File: src/rtl/instr_fetch_unit_if.sv
// instr_fetch_unit_if: bus bundle between the fetch stage, instruction memory,
// decode (slot handshake) and execute (redirect / halt).
//   master : the fetch unit (drives imem_addr, slot outputs, status)
//   slave  : the environment (memory, decode, execute)
interface instr_fetch_unit_if;
  logic [31:0] imem_addr;
  logic [31:0] imem_instr;
  logic        redirect_valid;
  logic [31:0] redirect_pc;
  logic        halt;
  logic        out_valid;
  logic        out_ready;
  logic [31:0] out_instr;
  logic [31:0] out_pc;
  logic [31:0] out_pc_plus4;
  logic        running;
  logic        fault;

  modport master (
    output imem_addr, out_valid, out_instr, out_pc, out_pc_plus4, running, fault,
    input  imem_instr, redirect_valid, redirect_pc, halt, out_ready
  );

  modport slave (
    input  imem_addr, out_valid, out_instr, out_pc, out_pc_plus4, running, fault,
    output imem_instr, redirect_valid, redirect_pc, halt, out_ready
  );
endinterface

File: src/rtl/instr_fetch_unit.sv
// instr_fetch_unit: owns the PC, addresses the instruction memory and captures
// the combinationally returned word into a registered fetch/decode slot.
// Decode drains the slot with out_valid/out_ready; execute redirects the PC;
// halt stops fetching until reset.
//
// Ports:
//   clk  - clock, all state updates on the rising edge
//   rst  - synchronous active-high reset
//   bus  - instr_fetch_unit_if.master (imem_addr/imem_instr, redirect_valid/
//          redirect_pc, halt, out_valid/out_ready/out_instr/out_pc/
//          out_pc_plus4, running, fault)
//
// Build option: define FETCH_BOUNDS_EN to fault (sticky, state FAULT) on any
// capture attempt with pc > MEM_BYTES-4. Without it the sequential increment
// wraps from MEM_BYTES-4 to 0 and fault is tied low.
module instr_fetch_unit #(
  parameter int unsigned RESET_PC  = 0,
  parameter int unsigned MEM_BYTES = 72
) (
  input logic               clk,
  input logic               rst,
  instr_fetch_unit_if.master bus
);

  localparam logic [31:0] RST_PC  = 32'(RESET_PC);
  localparam logic [31:0] LAST_PC = 32'(MEM_BYTES - 4);

  typedef enum logic [1:0] {
    S_IDLE,
    S_FETCH,
    S_HALTED
`ifdef FETCH_BOUNDS_EN
    , S_FAULT
`endif
  } state_t;

  state_t      state;
  logic [31:0] pc;
  logic        out_valid;
  logic [31:0] out_instr;
  logic [31:0] out_pc;
  logic [31:0] out_pc_plus4;
  logic        running;
  logic        fault;

  logic        slot_free;
  logic [31:0] pc_inc;

  // Slot can take a new word if empty or being drained this same edge.
  assign slot_free = !out_valid || bus.out_ready;

`ifdef FETCH_BOUNDS_EN
  assign pc_inc = pc + 32'd4;
`else
  assign pc_inc = (pc == LAST_PC) ? 32'd0 : pc + 32'd4;
`endif

  always_ff @(posedge clk) begin
    if (rst) begin
      state        <= S_IDLE;
      pc           <= RST_PC;
      out_valid    <= 1'b0;
      out_instr    <= '0;
      out_pc       <= '0;
      out_pc_plus4 <= 32'd4;
      running      <= 1'b0;
      fault        <= 1'b0;
    end else begin
      case (state)
        S_IDLE: begin
          state   <= S_FETCH;
          running <= 1'b1;
        end
        S_FETCH: begin
          if (bus.redirect_valid) begin
            // Flush: the target is fetched on the following edge.
            pc        <= {bus.redirect_pc[31:2], 2'b00};
            out_valid <= 1'b0;
          end else if (bus.halt) begin
            out_valid <= 1'b0;
            running   <= 1'b0;
            state     <= S_HALTED;
          end else if (slot_free) begin
`ifdef FETCH_BOUNDS_EN
            if (pc > LAST_PC) begin
              fault     <= 1'b1;
              out_valid <= 1'b0;
              running   <= 1'b0;
              state     <= S_FAULT;
            end else
`endif
            begin
              out_instr    <= bus.imem_instr;
              out_pc       <= pc;
              out_pc_plus4 <= pc + 32'd4;
              out_valid    <= 1'b1;
              pc           <= pc_inc;
            end
          end
        end
        S_HALTED: begin
          out_valid <= 1'b0;
          running   <= 1'b0;
        end
`ifdef FETCH_BOUNDS_EN
        S_FAULT: begin
          out_valid <= 1'b0;
          running   <= 1'b0;
        end
`endif
        default: begin
          state     <= S_IDLE;
          out_valid <= 1'b0;
          running   <= 1'b0;
        end
      endcase
    end
  end

  assign bus.imem_addr    = pc;
  assign bus.out_valid    = out_valid;
  assign bus.out_instr    = out_instr;
  assign bus.out_pc       = out_pc;
  assign bus.out_pc_plus4 = out_pc_plus4;
  assign bus.running      = running;
  assign bus.fault        = fault;

endmodule
File: src/flat_wrapper.sv
// flat-port wrapper written by rule: the top's interface ports become plain ports
module instr_fetch_unit_flat 
#(
  parameter int unsigned RESET_PC  = 0,
  parameter int unsigned MEM_BYTES = 72
)
  (clk, rst, bus_imem_addr, bus_out_valid, bus_out_instr, bus_out_pc, bus_out_pc_plus4, bus_running, bus_fault, bus_imem_instr, bus_redirect_valid, bus_redirect_pc, bus_halt, bus_out_ready);
  instr_fetch_unit_if bus_i ();
  input logic clk;
  input logic rst;
  output wire logic [$bits(bus_i.imem_addr)-1:0] bus_imem_addr;
  output wire logic [$bits(bus_i.out_valid)-1:0] bus_out_valid;
  output wire logic [$bits(bus_i.out_instr)-1:0] bus_out_instr;
  output wire logic [$bits(bus_i.out_pc)-1:0] bus_out_pc;
  output wire logic [$bits(bus_i.out_pc_plus4)-1:0] bus_out_pc_plus4;
  output wire logic [$bits(bus_i.running)-1:0] bus_running;
  output wire logic [$bits(bus_i.fault)-1:0] bus_fault;
  input wire logic [$bits(bus_i.imem_instr)-1:0] bus_imem_instr;
  input wire logic [$bits(bus_i.redirect_valid)-1:0] bus_redirect_valid;
  input wire logic [$bits(bus_i.redirect_pc)-1:0] bus_redirect_pc;
  input wire logic [$bits(bus_i.halt)-1:0] bus_halt;
  input wire logic [$bits(bus_i.out_ready)-1:0] bus_out_ready;
  assign bus_imem_addr = bus_i.imem_addr;
  assign bus_out_valid = bus_i.out_valid;
  assign bus_out_instr = bus_i.out_instr;
  assign bus_out_pc = bus_i.out_pc;
  assign bus_out_pc_plus4 = bus_i.out_pc_plus4;
  assign bus_running = bus_i.running;
  assign bus_fault = bus_i.fault;
  assign bus_i.imem_instr = bus_imem_instr;
  assign bus_i.redirect_valid = bus_redirect_valid;
  assign bus_i.redirect_pc = bus_redirect_pc;
  assign bus_i.halt = bus_halt;
  assign bus_i.out_ready = bus_out_ready;
  instr_fetch_unit #(.RESET_PC(RESET_PC), .MEM_BYTES(MEM_BYTES)) u_core (.clk(clk), .rst(rst), .bus(bus_i));
endmodule
File: config.mk
export PLATFORM = sky130hd
export DESIGN_NAME = instr_fetch_unit_flat
export DESIGN_NICKNAME = d
export VERILOG_FILES = /design/src/rtl/instr_fetch_unit_if.sv /design/src/rtl/instr_fetch_unit.sv /design/src/flat_wrapper.sv
export SDC_FILE = /design/constraint.sdc
export NUM_CORES = 1
export LEC_CHECK = 0
export ABC_CLOCK_PERIOD_IN_PS = 2000
export BUFFER_PORTS_ARGS = -buffer_cell sky130_fd_sc_hd__buf_4
export CAP_MARGIN = 40
export CORE_ASPECT_RATIO = 2
export CORE_MARGIN = 5
export CORE_UTILIZATION = 45
export DETAILED_ROUTE_END_ITERATION = 16
export PLACE_DENSITY = 0.76
export SYNTH_ARGS = -nofsm -noshare
export SYNTH_HDL_FRONTEND = slang
export SYNTH_SLANG_ARGS = --single-unit
File: constraint.sdc
create_clock -name clk -period 2 [get_ports clk]
set_input_delay 0.2 -clock clk [delete_from_list [all_inputs] [get_ports clk]]
set_output_delay 0.2 -clock clk [all_outputs]
set_load 0.005 [all_outputs]
==> flow_summary.json <==
{
  "n_fill_cell": 1014,
  "grt_pass1_vias": 5695,
  "drtIter0Drc": 415,
  "fmax_mhz": 501,
  "period_share_pct": 99.9,
  "p_leak_nw": 3.55,
  "initial_core_util_pct": 45.4,
  "r2r_cells": 7,
  "synth_area_leader_cell": "dfxtp_1",
  "htree_levels": 4,
  "ys_types": 50,
  "ctsRootBufferMaster": "clkbuf_16",
  "overflow": 0,
  "crit_path_end_kind": "register",
  "crit_path_max_fanout": 5,
  "io_pins": 200,
  "utilization_pct": 67.8,
  "drc": 0,
  "cts_buffers": 17,
  "wl_per_cell_um": 16.9,
  "die_w_um": 89.1,
  "clk_pin_slew_ns": 0.06,
  "period_minus_slack_ns": 2.00,
  "syn_avg_cell_area_sq_um": 8.00,
  "dieHeight_um": 168,
  "max_cap_viol_count": 0,
  "ys_seq_area_share_pct": 44.8,
  "crit_chain": "buf_4 > ha_2 > nor4b_4 > and4_4 > a21oi_2 > and3_1 > o41a_1",
  "rsz0062_at_grt": "yes",
  "finalPower_w": 0.00694,
  "yosys_warnings": 0,
  "critPathKind": "register to register",
  "dieArea_sq_um": 15000,
  "nNetsFinal": 1008,
  "clockBufferDepth": 2,
  "worst_setup_path_start_kind": "register",
  "hold_path_class": "primary input to register",
  "place_area_sq_um": 7560,
  "grt_pass1_wl_um": 28900,
  "tns_ns": 0,
  "ir_drop_mv": 0.657,
  "synth_top_cell_area_share_pct": 44.8,
  "holdWs_ns": 0.0237,
  "synthArstFlopShare_pct": 0,
  "clock_latency_ns": 0.41,
  "finalSetupViolations": 0,
  "whs_path_depth": 3,
  "netlist_area_sq_um": 5630,
  "first_pass_iters": 5,
  "rows": 58,
  "cpMaxStageDelayCell": "o41a_1",
  "ys_ff_latch": 126,
  "routed_wl_um": 18600,
  "synth_cells": 704,
  "clock-sinks": 126,
  "core-area_sq_um": 12400,
  "portBuffers": 190,
  "globalplace.congestion": 0.917,
  "hold_violations": 0,
  "grt_antenna_before_repair": 0,
  "drv_slew": 0,
  "synthFlopType": "dfxtp_1",
  "grt_max_degree": 111,
  "crit_arrival_ns": 2.28,
  "cts_tree": "built",
  "power_density_nw_per_um2": 825,
  "clock_skew_ns": 0.0113,
  "status": "finished, final reports clean",
  "required_ns": 2.29,
  "viasPerCell": 5.54,
  "drive_above_1_share_pct": 36.0,
  "synth_area_leaders": "dfxtp_1 (45%), nand2_1 (11%), a21oi_1 (8.5%)",
  "postRouteAntennaNets": 0,
  "area_delta_synth_final_pct": 49.4,
  "stdcell_area_sq_um": 8410,
  "grt_use_total_pct": 24.2,
  "n_antenna_cell": 0,
  "synth_edf_count": 0,
  "vias": 6099,
  "cpPeakStageDelay_ns": 0.40,
  "dpl.hpwl_um": 13200
}
[worst max-delay path: cells and delay by family (launching register included)]
kind | cells | cell delay [ns]
buffers and inverters | 1 | 0.11
adders and majority gates | 1 | 0.20
AOI/OAI and AO/OA | 2 | 0.51
and+or+nand+nor | 3 | 0.73
DFF | 1 | 0.34
[final timing paths]
kind / from / end / slack, ns
setup / recovery: u_core.bus.imem_addr[2]$_SDFFE_PP0P_ / u_core.bus.imem_addr[17]$_SDFFE_PP0P_ / 0.002
hold / removal: bus_redirect_pc[31] / u_core.bus.imem_addr[31]$_SDFFE_PP0P_ / 0.02
setup reg to reg: u_core.bus.imem_addr[2]$_SDFFE_PP0P_ / u_core.bus.imem_addr[17]$_SDFFE_PP0P_ / 0.002
hold reg to reg: u_core.bus.out_pc[7]$_SDFFE_PP0P_ / u_core.bus.out_pc[7]$_SDFFE_PP0P_ / 0.45
[flip-flops by register name, summed over array words and instances (netlist names)]
register	count
u_core.bus.out_pc_plus4	30
u_core.bus.out_instr	32
u_core.state	2
u_core.bus.imem_addr	30
u_core.bus.out_valid	1
u_core.bus.running	1
u_core.bus.out_pc	30
[kinds of logic (layout without fill, tap and decap cells)]
| kind of cell | count (synthesis) | in the layout | share of synthesized area, % |
|---|---|---|---|
| AOI/OAI and AO/OA | 177 | 179 | 19.0 |
| xor gates and xnor gates | 24 | 24 | 3.73 |
| adders and majority gates | 2 | 2 | 0.444 |
| buffers and inverters | 83 | 321 | 6.66 |
| DFF | 126 | 126 | 44.8 |
| muxes | 1 | 1 | 0.200 |
| other | 1 | 7 | 0.0666 |
| and+or+nand+nor | 290 | 290 | 25.1 |
[Yosys cell counts (3+ instances only)]
| master | n |
|---|---|
| nand2_1 | 159 |
| dfxtp_1 | 126 |
| a21oi_1 | 96 |
| clkbuf_1 | 40 |
| nor2_1 | 28 |
| nand3_1 | 20 |
| and3_1 | 19 |
| buf_2 | 19 |
| xor2_1 | 17 |
| a31oi_1 | 15 |
| o21ai_0 | 15 |
| a211oi_1 | 14 |
| inv_1 | 12 |
| buf_4 | 10 |
| nor3_1 | 9 |
| nand4_1 | 8 |
| nor4_1 | 8 |
| o32ai_1 | 8 |
| and4_1 | 7 |
| or4_1 | 7 |
| xnor2_1 | 7 |
| a221oi_1 | 5 |
| and2_1 | 4 |
| o31a_1 | 4 |
| a32o_1 | 3 |
| a32oi_1 | 3 |
| nor2b_1 | 3 |
| o21a_1 | 3 |
| o31ai_1 | 3 |
[cell usage in the layout, fill, tap and decap left out, types with 8 or more instances in the layout]
cell,Yosys,routed
a211oi_1,14,14
a21oi_1,96,95
a31oi_1,15,15
and3_1,19,19
buf_4,10,269
clkbuf_16,0,17
dfxtp_1,126,119
inv_1,12,12
nand2_1,159,159
nand3_1,20,18
nand4_1,8,8
nor2_1,28,27
nor3_1,9,8
o21ai_0,15,15
o32ai_1,8,8
xor2_1,17,17
[what timing repair did]
action	in CTS	in global routing
gates cloned	0	2
gates resized for setup	6	24
setup buffers	0	10
setup endpoints to repair	23	31
hold buffers	1	0
pin swaps	0	9
endpoints found under the hold margin	1	0
[layer usage]
| layer | track usage [%] | share of wire (%) |
|---|---|---|
| met1 | 30.9 | 39 |
| met2 | 38.1 | 49 |
| met4 | 9.46 | 2.4 |
| met3 | 6.90 | 9.8 |
| met5 | 0 | 0 |
[per-stage QoR]
stage                     setup slack [ns]  std cells
after floorplan                     0.0106        710
after global placement             -0.0490       1055
after detailed placement           -0.0771       1055
after CTS                          0.00432       1088
after global routing               -0.0636       1100
final                              0.00225       1100
[report_power, final]
group	total (W)	switching (W)	internal [W]
Clock	0.00329	0.00118	0.00210
Sequential	0.00269	0.0000718	0.00262
Combinational	0.000965	0.000494	0.000471
Total	0.00694	0.00175	0.00519
[final cells by class]
class / instances / area [sq um] / area share [%]
multi-input combinational: 503 / 2880 / 34.3
sequential: 126 / 2530 / 30.1
timing repair buffer: 277 / 2130 / 25.4
clock buffer: 17 / 425 / 5.06
clock inverter: 15 / 208 / 2.47
tap: 150 / 188 / 2.23
inverter: 12 / 45.0 / 0.535
Note: power is estimated with default switching activity, not from simulation.
